## config.mk

```make
export PLATFORM = sky130hd
export DESIGN_NAME = fetch_sequencer_flat
export DESIGN_NICKNAME = d
export VERILOG_FILES = /design/src/rtl/fetch_sequencer_if.sv /design/src/rtl/fetch_sequencer.sv /design/src/flat_wrapper.sv
export SDC_FILE = /design/constraint.sdc
export NUM_CORES = 1
export LEC_CHECK = 0
export BUFFER_PORTS_ARGS = -buffer_cell sky130_fd_sc_hd__clkbuf_2
export CAP_MARGIN = 20
export CORE_AREA = 2 2 90 92
export CTS_CLUSTER_DIAMETER = 150
export DETAILED_ROUTE_END_ITERATION = 8
export DIE_AREA = 0 0 92 94
export PLACE_DENSITY = 0.8
export SYNTH_ARGS = -nofsm -noshare
export SYNTH_HDL_FRONTEND = slang
export SYNTH_SLANG_ARGS = --single-unit
```

## constraint.sdc

```tcl
create_clock -name clk_i -period 3.5 [get_ports clk_i]
set_clock_uncertainty 0.2 [all_clocks]
set_input_delay 0.175 -clock clk_i [delete_from_list [all_inputs] [get_ports clk_i]]
set_output_delay 0.175 -clock clk_i [all_outputs]
set_load 0.005 [all_outputs]
```

## src/rtl/fetch_sequencer_if.sv

```systemverilog
// fetch_sequencer_if: loader word stream in, instruction-cache write port out
interface fetch_sequencer_if;
  logic        ld_valid_i;
  logic [31:0] ld_data_i;
  logic        ld_ready_o;
  logic        wr_instr_en_o;
  logic [31:0] wr_instr_o;
  logic [63:0] wr_addr_o;
  modport slave (input ld_valid_i, ld_data_i, output ld_ready_o, wr_instr_en_o, wr_instr_o, wr_addr_o);
  modport master (output ld_valid_i, ld_data_i, input ld_ready_o, wr_instr_en_o, wr_instr_o, wr_addr_o);
endinterface

```

## src/rtl/fetch_sequencer.sv

```systemverilog
// fetch_sequencer: loads a program into the instruction cache, then sequences core reset, fetch enables and branch flushes
module fetch_sequencer #(
  parameter int MAX_WORDS = 1024
) (
  input  logic                 clk_i,
  input  logic                 rst_ni,
  input  logic                 load_start_i,
  input  logic [15:0]          load_count_i,
  input  logic                 halt_i,
  input  logic                 stall_i,
  input  logic                 branch_taken_i,
  fetch_sequencer_if.slave     bus,
  output logic                 core_rst_o,
  output logic                 pc_en_o,
  output logic                 if_en_o,
  output logic                 pc_src_o,
  output logic                 flush_o,
  output logic                 busy_o,
  output logic                 done_o
);
  localparam int CW = $clog2(MAX_WORDS) + 1;
  typedef enum logic [2:0] {IDLE, LOAD, START, RUN, FLUSH} state_t;
  state_t state_q, state_d;
  logic [CW-1:0] cnt_q, cnt_max_q, lc;
  logic          accept, last, wr_en_q;
  logic [31:0]   wr_data_q;
  logic [63:0]   wr_addr_q;
  assign lc = (32'(load_count_i) > MAX_WORDS) ? CW'(MAX_WORDS) : CW'(load_count_i);
  assign accept = state_q == LOAD && bus.ld_valid_i;
  assign last = cnt_q == cnt_max_q - CW'(1);
  assign bus.ld_ready_o = state_q == LOAD;
  assign bus.wr_instr_en_o = wr_en_q;
  assign bus.wr_instr_o = wr_data_q;
  assign bus.wr_addr_o = wr_addr_q;
  always_comb begin
    state_d = state_q;
    core_rst_o = 1'b0;
    pc_en_o = 1'b0;
    if_en_o = 1'b0;
    pc_src_o = 1'b0;
    flush_o = 1'b0;
    busy_o = 1'b0;
    done_o = 1'b0;
    unique case (state_q)
      IDLE: begin
        core_rst_o = 1'b1;
        if (load_start_i) state_d = (lc == '0) ? START : LOAD;
      end
      LOAD: begin
        busy_o = 1'b1;
        if (accept && last) state_d = START;
      end
      START: begin
        core_rst_o = 1'b1;
        done_o = 1'b1;
        busy_o = 1'b1;
        state_d = RUN;
      end
      RUN, FLUSH: begin
        pc_en_o = ~stall_i;
        if_en_o = ~stall_i;
        flush_o = state_q == FLUSH;
        // halt wins over a same-cycle branch, so no redirect is issued
        if (halt_i) state_d = IDLE;
        else if (branch_taken_i) begin
          pc_src_o = 1'b1;
          pc_en_o = 1'b1;
          flush_o = 1'b1;
          state_d = FLUSH;
        end else state_d = RUN;
      end
      default: state_d = IDLE;
    endcase
  end
  always_ff @(posedge clk_i or negedge rst_ni) begin
    if (!rst_ni) begin
      state_q <= IDLE;
      cnt_q <= '0;
      cnt_max_q <= '0;
      wr_en_q <= 1'b0;
      wr_data_q <= '0;
      wr_addr_q <= '0;
    end else begin
      state_q <= state_d;
      wr_en_q <= accept;
      if (state_q == IDLE && load_start_i) begin
        cnt_max_q <= lc;
        cnt_q <= '0;
      end else if (accept) begin
        wr_data_q <= bus.ld_data_i;
        wr_addr_q <= {{(62-CW){1'b0}}, cnt_q, 2'b00};
        cnt_q <= (cnt_q < CW'(MAX_WORDS)) ? cnt_q + CW'(1) : cnt_q;
      end
    end
  end
endmodule

```

## src/flat_wrapper.sv

```systemverilog
// flat-port wrapper written by rule: the top's interface ports become plain ports
module fetch_sequencer_flat 
#(
  parameter int MAX_WORDS = 1024
)
  (clk_i, rst_ni, load_start_i, load_count_i, halt_i, stall_i, branch_taken_i, core_rst_o, pc_en_o, if_en_o, pc_src_o, flush_o, busy_o, done_o, bus_ld_valid_i, bus_ld_data_i, bus_ld_ready_o, bus_wr_instr_en_o, bus_wr_instr_o, bus_wr_addr_o);
  fetch_sequencer_if bus_i ();
  input  logic clk_i;
  input  logic rst_ni;
  input  logic load_start_i;
  input  logic [15:0] load_count_i;
  input  logic halt_i;
  input  logic stall_i;
  input  logic branch_taken_i;
  output logic core_rst_o;
  output logic pc_en_o;
  output logic if_en_o;
  output logic pc_src_o;
  output logic flush_o;
  output logic busy_o;
  output logic done_o;
  input wire logic [$bits(bus_i.ld_valid_i)-1:0] bus_ld_valid_i;
  input wire logic [$bits(bus_i.ld_data_i)-1:0] bus_ld_data_i;
  output wire logic [$bits(bus_i.ld_ready_o)-1:0] bus_ld_ready_o;
  output wire logic [$bits(bus_i.wr_instr_en_o)-1:0] bus_wr_instr_en_o;
  output wire logic [$bits(bus_i.wr_instr_o)-1:0] bus_wr_instr_o;
  output wire logic [$bits(bus_i.wr_addr_o)-1:0] bus_wr_addr_o;
  assign bus_i.ld_valid_i = bus_ld_valid_i;
  assign bus_i.ld_data_i = bus_ld_data_i;
  assign bus_ld_ready_o = bus_i.ld_ready_o;
  assign bus_wr_instr_en_o = bus_i.wr_instr_en_o;
  assign bus_wr_instr_o = bus_i.wr_instr_o;
  assign bus_wr_addr_o = bus_i.wr_addr_o;
  fetch_sequencer #(.MAX_WORDS(MAX_WORDS)) u_core (.clk_i(clk_i), .rst_ni(rst_ni), .load_start_i(load_start_i), .load_count_i(load_count_i), .halt_i(halt_i), .stall_i(stall_i), .branch_taken_i(branch_taken_i), .bus(bus_i), .core_rst_o(core_rst_o), .pc_en_o(pc_en_o), .if_en_o(if_en_o), .pc_src_o(pc_src_o), .flush_o(flush_o), .busy_o(busy_o), .done_o(done_o));
endmodule
```

==> results of run 1 <==
what timing repair did:
| action | 4_1_cts | 5_1_grt |
|---|---|---|
| hold buffers | 46 | 0 |
| buffers inserted | 0 | 0 |
| hold endpoints to repair | 113 | 0 |
cells by family after synthesis:
family          count (synthesis)  synth area share (%)
compound gates                 39                 7.414
xor+xnor                       23                 5.552
fa+ha+maj                       2                0.6895
buf+inv                        81                 14.21
flops                          69                 47.59
other cells                     1                0.1033
simple gates                  202                 24.45
area by class of cell:
class | count | share of cell area, %
Sequential cell | 69 | 36.57
Multi-Input combinational cell | 319 | 33.73
Timing Repair Buffer | 157 | 21.78
Clock buffer | 10 | 2.915
Tap cell | 102 | 2.703
Clock inverter | 6 | 1.510
Inverter | 10 | 0.7949
Yosys cell counts (3+ instances only):
cell type / count
nand2_1: 139
a22o_1: 7
xnor2_1: 12
inv_1: 9
o21a_1: 3
clkbuf_1: 15
nor3_1: 9
o21ai_0: 9
nor4_1: 7
nand3_1: 6
xor2_1: 11
a21oi_1: 6
o211ai_1: 3
nor2_1: 21
buf_4: 54
dfrtp_1: 69
power breakdown:
| part | internal [mW] | switching [mW] |
|---|---|---|
| clock network | 0.353 | 0.320 |
| logic | 0.403 | 0.430 |
| registers | 0.958 | 0.162 |
tightest hold or removal path, stage by stage:
cell      delay [ps]
clkbuf_2          90
and3b_1          210
a21oi_1           60
sequential cells by signal (all words and copies together), names as in the netlist:
signal,count
u_core.cnt_q,11
u_core.bus.wr_instr_en_o,1
u_core.bus.wr_instr_o,32
u_core.state_q,3
u_core.bus.wr_addr_o,11
u_core.cnt_max_q,11
per-stage QoR:
stage	power (mW)	hold WS [ps]
floorplan	1.687	-320.6
global placement	1.896	165.3
detailed placement	1.921	168.9
CTS	2.637	14.71
global route	2.808	34.26
finish	2.626	30.81
worst paths after layout:
check                                                    startpoint                                    end  slack, ps  cells past startpoint
worst min register to register  u_core.bus.wr_addr_o[9]$_DFFE_PN0P_    u_core.bus.wr_addr_o[9]$_DFFE_PN0P_        270                      2
worst min-delay path                               load_count_i[10]       u_core.cnt_max_q[10]$_DFFE_PN0P_         30                      3
worst max register to register      u_core.cnt_max_q[3]$_DFFE_PN0P_          u_core.state_q[0]$_DFFE_PN0P_        990                      5
max in group asynchronous                                    rst_ni  u_core.bus.wr_instr_o[22]$_DFFE_PN0P_       2210                      3
min in group asynchronous                                    rst_ni        u_core.cnt_max_q[8]$_DFFE_PN0P_        330                      3
worst max-delay path                u_core.cnt_max_q[3]$_DFFE_PN0P_          u_core.state_q[0]$_DFFE_PN0P_        990                      5
routing by layer:
layer  vias up  GRT usage [%]  wire length (um)
li1       1545              -                 -
met2       120          34.19              4195
met1      1483          22.93              3479
met4         0          5.348                77
met3         8          6.100               606
met5         -              0                 0
==> results.json, run 1 <==
{
  "ctsResizeCount": 0,
  "slew_violations": 0,
  "fin_setup_tns_ps": 0,
  "tightestPinTransition_ps": 845.7,
  "synth_seq_cells": 69,
  "yosys_warnings": 0,
  "cpMaxStageDelayCell": "or4_4",
  "cts_max_level": 3,
  "utilization_pct": 62.07,
  "peakVddDrop_mv": 0.2854,
  "numCtsBuffers": 9,
  "place_ws_ps": 988.3,
  "cts_tree": "done",
  "status": "completed",
  "num_vias": 3156,
  "final_common_cell": "nand2_1",
  "synthArstFlopShare_pct": 100.0,
  "syn2layout_area_growth_pct": 30.14,
  "critPathBufInv": 0,
  "ios": 160,
  "worstPathArrival_ps": 2530,
  "grt_pass1_wl_um": 13210,
  "crit_chain": "or4_4, nor4_1, a22oi_1, o21a_1, or4b_1",
  "max_stage_delay_ps": 610,
  "seq_area_mm2": 0.001727,
  "syn_avg_cell_area_um2": 8.701,
  "core_mm2": 0.007607,
  "power_per_cell_area_mw_per_mm2": 556.1,
  "grt_max_degree": 70,
  "row_count": 32,
  "cp_max_fo": 8,
  "gp_congestion": 0.8550,
  "totalWireLength_um": 8359,
  "first_pass_iters": 4,
  "startpoint_type": "register",
  "die_y_um": 94,
  "nets": 623,
  "die_x_um": 92,
  "overflow": 0,
  "p_leak_nw": 2.548,
  "post_drt_via_cell_ratio": 4.689,
  "synth_area_leader_cell": "dfrtp_1",
  "synth_area_mm2": 0.003628,
  "synth_area_leaders": "dfrtp_1, nand2_1, buf_4",
  "ant_nets": 0,
  "dieArea_mm2": 0.008648,
  "instances_no_fill": 673,
  "multi_input_area_mm2": 0.001593,
  "syn-instance-count": 417,
  "dpl_cell_area_mm2": 0.004053,
  "clkTransAtPathRegs_ps": 80,
  "fin_crit_sh_pct": 71.65,
  "drt_iter0_drc": 161,
  "min_path_type": "primary input to register",
  "drv_cap": 0,
  "cts_buffer_depth": 2,
  "max_freq_ghz": 0.3987,
  "synth.distinct_cells": 46,
  "slew_headroom_pct": 43.62,
  "grt_pass1_vias": 2885,
  "crit_family": "simple AND/OR/NAND/NOR gates",
  "clkLatencyLatePin_ps": 350,
  "dp.cells": 611,
  "setup_slack_ps": 992.1,
  "root_buffer": "clkbuf_8",
  "antennaDiodeCount": 0,
  "timing_worst_setup_path_type": "register to register",
  "fillers": 633,
  "start_util_pct": 47.70,
  "crit_path_end_kind": "register",
  "grt_usage_pct": 19.41,
  "dp_hpwl_um": 5520,
  "drc_errors": 0,
  "required_ps": 3520,
  "antenna_found_initial": 0,
  "wire_per_inst_um": 12.42,
  "setup_viol": 0,
  "finalHoldViolations": 0,
  "fin_area_mm2": 0.004722,
  "cts_sinks": 69,
  "rsz0062_at_grt": "false",
  "yosys.area.top_type_share_pct": 47.59,
  "ys_seq_area_share_pct": 47.59,
  "layout_common_cells": "nand2_1, clkbuf_2, dfrtp_1, conb_1, dlygate4sd3_1",
  "layout-drive-gt1-share_pct": 23.47,
  "synth_ff_type": "dfrtp_1",
  "synth-edff-count": 0,
  "finalCriticalPeriod_ps": 2508,
  "port_buffers": 106
}
(Power assumes the default switching activity.)
==> run 2: changes to the inputs <==
- ABC_AREA: unset -> 1
- CORE_AREA: 2 2 90 92 -> 2 2 97 99
- DIE_AREA: 0 0 92 94 -> 0 0 99 101
- PLACE_DENSITY: 0.8 -> 0.74
- clock period: 3.5 -> 2.04 ns (I/O delays scaled with it)
==> run 2 against run 1 <==
Compared with the run above: routed wire length rose by 4.1%; register-to-register slack got worse by 820 ps; critical path depth rose by 8; synthesized cell count rose by 14%; sequential share of layout area fell by 1.5 points; fmax rose by 34%; global-route usage fell by 1.9 points; count of clock-buffer cells in the layout rose by 1; critical path type unchanged; largest power group unchanged.
==> results.json, run 2 <==
{
  "ios": 160,
  "drc_errors": 0,
  "dpl_cell_area_mm2": 0.004194,
  "required_ps": 2060,
  "clkLatencyLatePin_ps": 340,
  "die_y_um": 101,
  "final_common_cell": "nand2_1",
  "cts_sinks": 69,
  "finalCriticalPeriod_ps": 1871,
  "wire_per_inst_um": 11.63,
  "first_pass_iters": 4,
  "largest_register_ffs": 32,
  "fin_setup_tns_ps": 0,
  "num_vias": 3364,
  "clkTransAtPathRegs_ps": 70,
  "rr_worst_depth": 13,
  "cts_buffer_depth": 2,
  "max_freq_ghz": 0.5344,
  "cp_max_fo": 5,
  "min_path_cells": 5,
  "dp_hpwl_um": 6165,
  "holdCritStartpoint": "load_count_i[10]",
  "power_per_cell_area_mw_per_mm2": 1040,
  "antennaDiodeCount": 0,
  "place_ws_ps": 86.33,
  "synthArstFlopShare_pct": 100.0,
  "totalWireLength_um": 8700,
  "drv_cap": 0,
  "grt_max_degree": 53,
  "synth-edff-count": 0,
  "p_switching_mw": 1.851,
  "yosys.area.top_type_share_pct": 46.34,
  "layout_common_cells": "nand2_1, clkbuf_2, dfrtp_1, conb_1, dlygate4sd3_1",
  "timing.rr.end": "u_core.state_q[0]$_DFFE_PN0P_",
  "fin_area_mm2": 0.004917,
  "synth_seq_cells": 69,
  "nets": 689,
  "root_buffer": "clkbuf_8",
  "status": "completed",
  "row_count": 35,
  "hold_path_end": "u_core.cnt_max_q[10]$_DFFE_PN0P_",
  "slew_headroom_pct": 56.40,
  "instances_no_fill": 748,
  "grt_pass1_wl_um": 13990,
  "cts_tree": "done",
  "syn2layout_area_growth_pct": 31.97,
  "cts_max_level": 3,
  "synth_area_leaders": "dfrtp_1, nand2_1, buf_4",
  "synth.distinct_cells": 35,
  "setup_viol": 0,
  "dieArea_mm2": 0.009999,
  "finalHoldViolations": 0,
  "hold-worst-slack_ps": 33.75,
  "dp.cells": 684,
  "synth_area_leader_cell": "dfrtp_1",
  "utilization_pct": 54.77,
  "fin_total_pwr_mw": 5.112,
  "grt_pass1_vias": 3096,
  "start_util_pct": 41.51,
  "gp_congestion": 0.8480,
  "overflow": 0,
  "slew_violations": 0,
  "rsz0062_at_grt": "false",
  "startpoint_type": "register",
  "seq_power_share_pct": 39.8,
  "core_mm2": 0.008977,
  "layout-drive-gt1-share_pct": 23.39,
  "numCtsBuffers": 9,
  "p_int_mw": 3.261,
  "syn-instance-count": 475,
  "crit_path_end_kind": "register",
  "tightestPinTransition_ps": 653.9,
  "synth_area_mm2": 0.003726,
  "fin_crit_sh_pct": 91.74,
  "worstPathArrival_ps": 1900,
  "die_x_um": 99,
  "yosys_warnings": 0,
  "drt_iter0_drc": 144,
  "syn_avg_cell_area_um2": 7.844,
  "port_buffers": 106,
  "timing_worst_setup_path_type": "register to register",
  "synth_ff_type": "dfrtp_1",
  "min_path_type": "primary input to register",
  "clkPwrFrac_pct": 24.2,
  "antenna_found_initial": 0,
  "ant_nets": 0,
  "setup_slack_ps": 168.6,
  "synth_most_common_cell": "nand2_1",
  "grt_usage_pct": 17.50,
  "peakVddDrop_mv": 0.6414,
  "switching_share_pct": 36.20,
  "synth_commonest_cells": "nand2_1, dfrtp_1, buf_4",
  "ys_seq_area_share_pct": 46.34,
  "p_leak_nw": 2.708,
  "reg2reg_from": "u_core.cnt_max_q[0]$_DFFE_PN0P_",
  "regToRegSetupSlack_ps": 170,
  "post_drt_via_cell_ratio": 4.497,
  "power_frac_comb_pct": 36.0
}
run 2: changes by cell type in the layout (fill, tap and decap cells not counted), moves of 9 or more:
cell	before	now
nor2_1	21	30
inv_1	9	39
o21ai_0	9	26
nand3_1	6	22
nand2_1	139	159
xnor2_1	12	3
run 2: kinds of logic after synthesis:
logic type / count (synthesis) / synth area share, %
compound gates: 50 / 7.320
xor+xnor: 9 / 2.116
fa+ha+maj: 2 / 0.6715
buf+inv: 109 / 16.52
flops: 69 / 46.34
other cells: 1 / 0.1006
simple gates: 235 / 26.93
run 2: per-layer routing:
layer | GRT usage, % | vias to the layer above | wire length [um]
li1 | - | 1690 | -
met3 | 4.993 | 8 | 687
met2 | 30.20 | 134 | 4063
met5 | 0 | - | 0
met4 | 4.953 | 0 | 84
met1 | 21.45 | 1532 | 3865
run 2: final cells by class:
class / count / area (um2)
Clock inverter: 5 / 83.83
Multi-Input combinational cell: 349 / 1599
Inverter: 43 / 161.4
Fill cell: 792 / 4060
Sequential cell: 69 / 1727
Tap cell: 111 / 138.9
Clock buffer: 11 / 141.4
Timing Repair Buffer: 160 / 1066
run 2: what timing repair did:
item,CTS,global route
endpoints found under the hold margin,71,0
setup buffers,0,1
endpoints found under the setup margin,0,2
gates resized for setup,0,9
hold buffers,47,0
run 2: worst max path at each step:
stage	start	to	slack (ps)	cells past startpoint
global route	u_core.cnt_max_q[0]$_DFFE_PN0P_	u_core.state_q[1]$_DFFE_PN0P_	10	14
finish	u_core.cnt_max_q[0]$_DFFE_PN0P_	u_core.state_q[0]$_DFFE_PN0P_	170	13
floorplan	u_core.cnt_max_q[0]$_DFFE_PN0P_	u_core.state_q[0]$_DFFE_PN0P_	330	13
global placement	u_core.cnt_max_q[0]$_DFFE_PN0P_	u_core.state_q[0]$_DFFE_PN0P_	220	13
CTS	u_core.cnt_max_q[0]$_DFFE_PN0P_	u_core.state_q[0]$_DFFE_PN0P_	90	13
detailed placement	u_core.cnt_max_q[0]$_DFFE_PN0P_	u_core.state_q[0]$_DFFE_PN0P_	90	13
run 2: critical path: stages (launching register included):
cell and delay [ps]:
dfrtp_1 400, inv_2 80, ha_2 180, nand2_2 100, nor2_2 130, nand2_1 80
nand2_1 60, nand2_1 50, nor2_1 110, nand2_1 60, nor2_1 80, nand2_1 60
nand2_1 70, o21ai_0 80
run 2: power by group through the flow:
stage / Sequential (mW) / Clock (mW) / Combinational [mW]
after floorplan: 2.05 / 0 / 1.09
after global placement: 2.03 / 0 / 1.72
after detailed placement: 2.05 / 0 / 1.78
after CTS: 2.03 / 1.28 / 1.85
after global routing: 2.08 / 1.33 / 2.13
final: 2.03 / 1.24 / 1.84
==> run 3: changes to the inputs <==
- CORE_AREA: 2 2 97 99 -> 2 2 92 94
- DIE_AREA: 0 0 99 101 -> 0 0 94 96
- PLACE_DENSITY: 0.74 -> 0.78
- REMOVE_ABC_BUFFERS: unset -> 1
- SLEW_MARGIN: unset -> 25
- clock period: 2.04 -> 1.8 ns (I/O delays scaled with it)
==> run 3 against run 2 <==
Compared with the run above: the flow now finishes with violations (negative setup slack); sequential power increased by 13%; critical path type unchanged; critical path depth decreased by 2; power increased by 24%; utilization increased by 10 points; worst hold slack improved by 26 ps; final area increased by 6.0%; non-clock buffer count increased by 16; global-route usage increased by 2.2 points; flip-flop and latch count unchanged.
==> results.json, run 3 (synthesized netlist as in run 2, its figures left out) <==
{
  "rsz0062_at_grt": "true",
  "power_frac_comb_pct": 35.6,
  "holdCritStartpoint": "bus_ld_valid_i",
  "fin_setup_tns_ps": -28.56,
  "ios": 160,
  "layout-drive-gt1-share_pct": 27.72,
  "rr_worst_depth": 11,
  "final_common_cell": "nand2_1",
  "cts_tree": "done",
  "overflow": 0,
  "wire_per_inst_um": 11.59,
  "timing.rr.end": "u_core.state_q[1]$_DFFE_PN0P_",
  "instances_no_fill": 758,
  "largest_register_ffs": 32,
  "clkLatencyLatePin_ps": 340,
  "numCtsBuffers": 9,
  "row_count": 33,
  "num_vias": 3420,
  "min_path_type": "primary input to register",
  "regToRegSetupSlack_ps": -10,
  "utilization_pct": 64.72,
  "setup_viol": 2,
  "cts_max_level": 3,
  "dp_hpwl_um": 5772,
  "finalHoldViolations": 0,
  "ant_nets": 0,
  "power_per_cell_area_mw_per_mm2": 1216,
  "place_ws_ps": -115.6,
  "use_met1_pct": 23.36,
  "status": "complete, but fails checks",
  "p_leak_nw": 2.841,
  "p_int_mw": 4.184,
  "required_ps": 1870,
  "cts_sinks": 69,
  "port_buffers": 106,
  "crit_path_end_kind": "register",
  "start_util_pct": 46.28,
  "gr-usage-met2_pct": 35.95,
  "totalWireLength_um": 8789,
  "fin_crit_sh_pct": 100.8,
  "fin_total_pwr_mw": 6.337,
  "grt_pass1_vias": 3145,
  "antenna_found_initial": 0,
  "violations": "negative setup slack",
  "syn2layout_area_growth_pct": 39.86,
  "nets": 705,
  "peakVddDrop_mv": 0.7049,
  "clkTransAtPathRegs_ps": 80,
  "post_drt_via_cell_ratio": 4.512,
  "reg2reg_from": "u_core.cnt_max_q[0]$_DFFE_PN0P_",
  "timing_worst_setup_path_type": "register to register",
  "cts_buffer_depth": 2,
  "layout_common_cells": "nand2_1, clkbuf_2, dfrtp_1, conb_1, dlygate4sd3_1",
  "setup_slack_ps": -14.82,
  "drc_errors": 0,
  "fillers": 662,
  "worstPathArrival_ps": 1890,
  "root_buffer": "clkbuf_8",
  "switching_share_pct": 33.97,
  "die_x_um": 94,
  "die_y_um": 96,
  "grt_max_degree": 70,
  "first_pass_iters": 4,
  "grt_util_met3_pct": 3.602,
  "core_mm2": 0.008051,
  "dieArea_mm2": 0.009024,
  "seq_power_share_pct": 36.2,
  "min_path_cells": 6,
  "drt_iter0_drc": 164,
  "grt_pass1_wl_um": 13960,
  "gp_congestion": 0.8104,
  "startpoint_type": "register",
  "antennaDiodeCount": 0,
  "clkPwrFrac_pct": 28.2,
  "finalCriticalPeriod_ps": 1815,
  "hold_path_end": "u_core.bus.wr_addr_o[4]$_DFFE_PN0P_",
  "drv_cap": 0,
  "max_freq_ghz": 0.5510,
  "grt_usage_pct": 19.71,
  "cp_max_fo": 2,
  "gr-max-usage-layer": "met2",
  "p_switching_mw": 2.153,
  "slew_violations": 0,
  "dp.cells": 687
}
==> run 3: cell types whose count changed in the layout (fill, tap and decap cells not counted), sizes merged <==
cell	change
clkbuf	-1
bufinv	+3
clkinvlp	-2
buf	+14
dlygate4sd3	+2
==> run 3: through the flow <==
stage | instance area (um2) | hold slack [ps]
2_1_floorplan | 3467 | -405.6
3_3_place_gp | 4267 | -61.92
3_5_place_dp | 4267 | -52.06
4_1_cts | 5074 | 54.19
5_1_grt | 5211 | 79.21
6_report | 5211 | 59.76
==> run 3: worst max-delay path by stage <==
| stage | cells after the start | endpoint | start |
|---|---|---|---|
| final | 11 | u_core.state_q[1]$_DFFE_PN0P_ | u_core.cnt_max_q[0]$_DFFE_PN0P_ |
| after global routing | 10 | u_core.state_q[0]$_DFFE_PN0P_ | u_core.cnt_max_q[0]$_DFFE_PN0P_ |
| after CTS | 11 | u_core.state_q[1]$_DFFE_PN0P_ | u_core.cnt_max_q[0]$_DFFE_PN0P_ |
| after detailed placement | 10 | u_core.state_q[0]$_DFFE_PN0P_ | u_core.cnt_max_q[0]$_DFFE_PN0P_ |
| after global placement | 10 | u_core.state_q[0]$_DFFE_PN0P_ | u_core.cnt_max_q[0]$_DFFE_PN0P_ |
| after floorplan | 10 | u_core.cnt_q[4]$_DFFE_PN0P_ | u_core.state_q[2]$_DFFE_PN0P_ |
==> run 3: cell type report <==
cell class,count,area [um2],area share [%]
clock buffers,10,127.6,2.449
well taps,105,131.4,2.521
clock inverters,6,158.9,3.049
repair buffers,176,1207,23.17
flip-flops and latches,69,1727,33.13
inverters,43,161.4,3.097
multi-input cells,349,1698,32.58
==> run 3: power by group through the flow <==
| stage | sequential, mW | combinational (mW) | clock, mW |
|---|---|---|---|
| floorplan | 2.33 | 1.09 | 0 |
| global placement | 2.29 | 1.98 | 0 |
| detailed placement | 2.31 | 2.04 | 0 |
| CTS | 2.28 | 2.14 | 1.83 |
| global route | 2.35 | 2.57 | 1.90 |
| finish | 2.30 | 2.25 | 1.79 |
==> run 3: critical path: stages, from the launching register on <==
cell and delay [ps]:
dfrtp_1 370, inv_2 60, ha_4 260, xor2_1 160
nand3_2 100, nor2_4 140, nand3_2 100, nor2_4 100
nand2_1 60, nand2_1 70, nand2_1 50, nor2_1 80
==> run 3: repair_timing <==
action,CTS,global route
endpoints found under the setup margin,2,15
resized for setup,8,28
hold endpoints to repair,115,0
gates cloned,0,0
hold buffers,49,0
setup buffers,0,6
pin swaps,7,10
==> run 3: routing by layer <==
layer / wire length [um] / part of all wire (%)
met2: 4441 / 51
met5: 0 / 0
met1: 3553 / 40
met3: 644 / 7.3
met4: 150 / 1.7
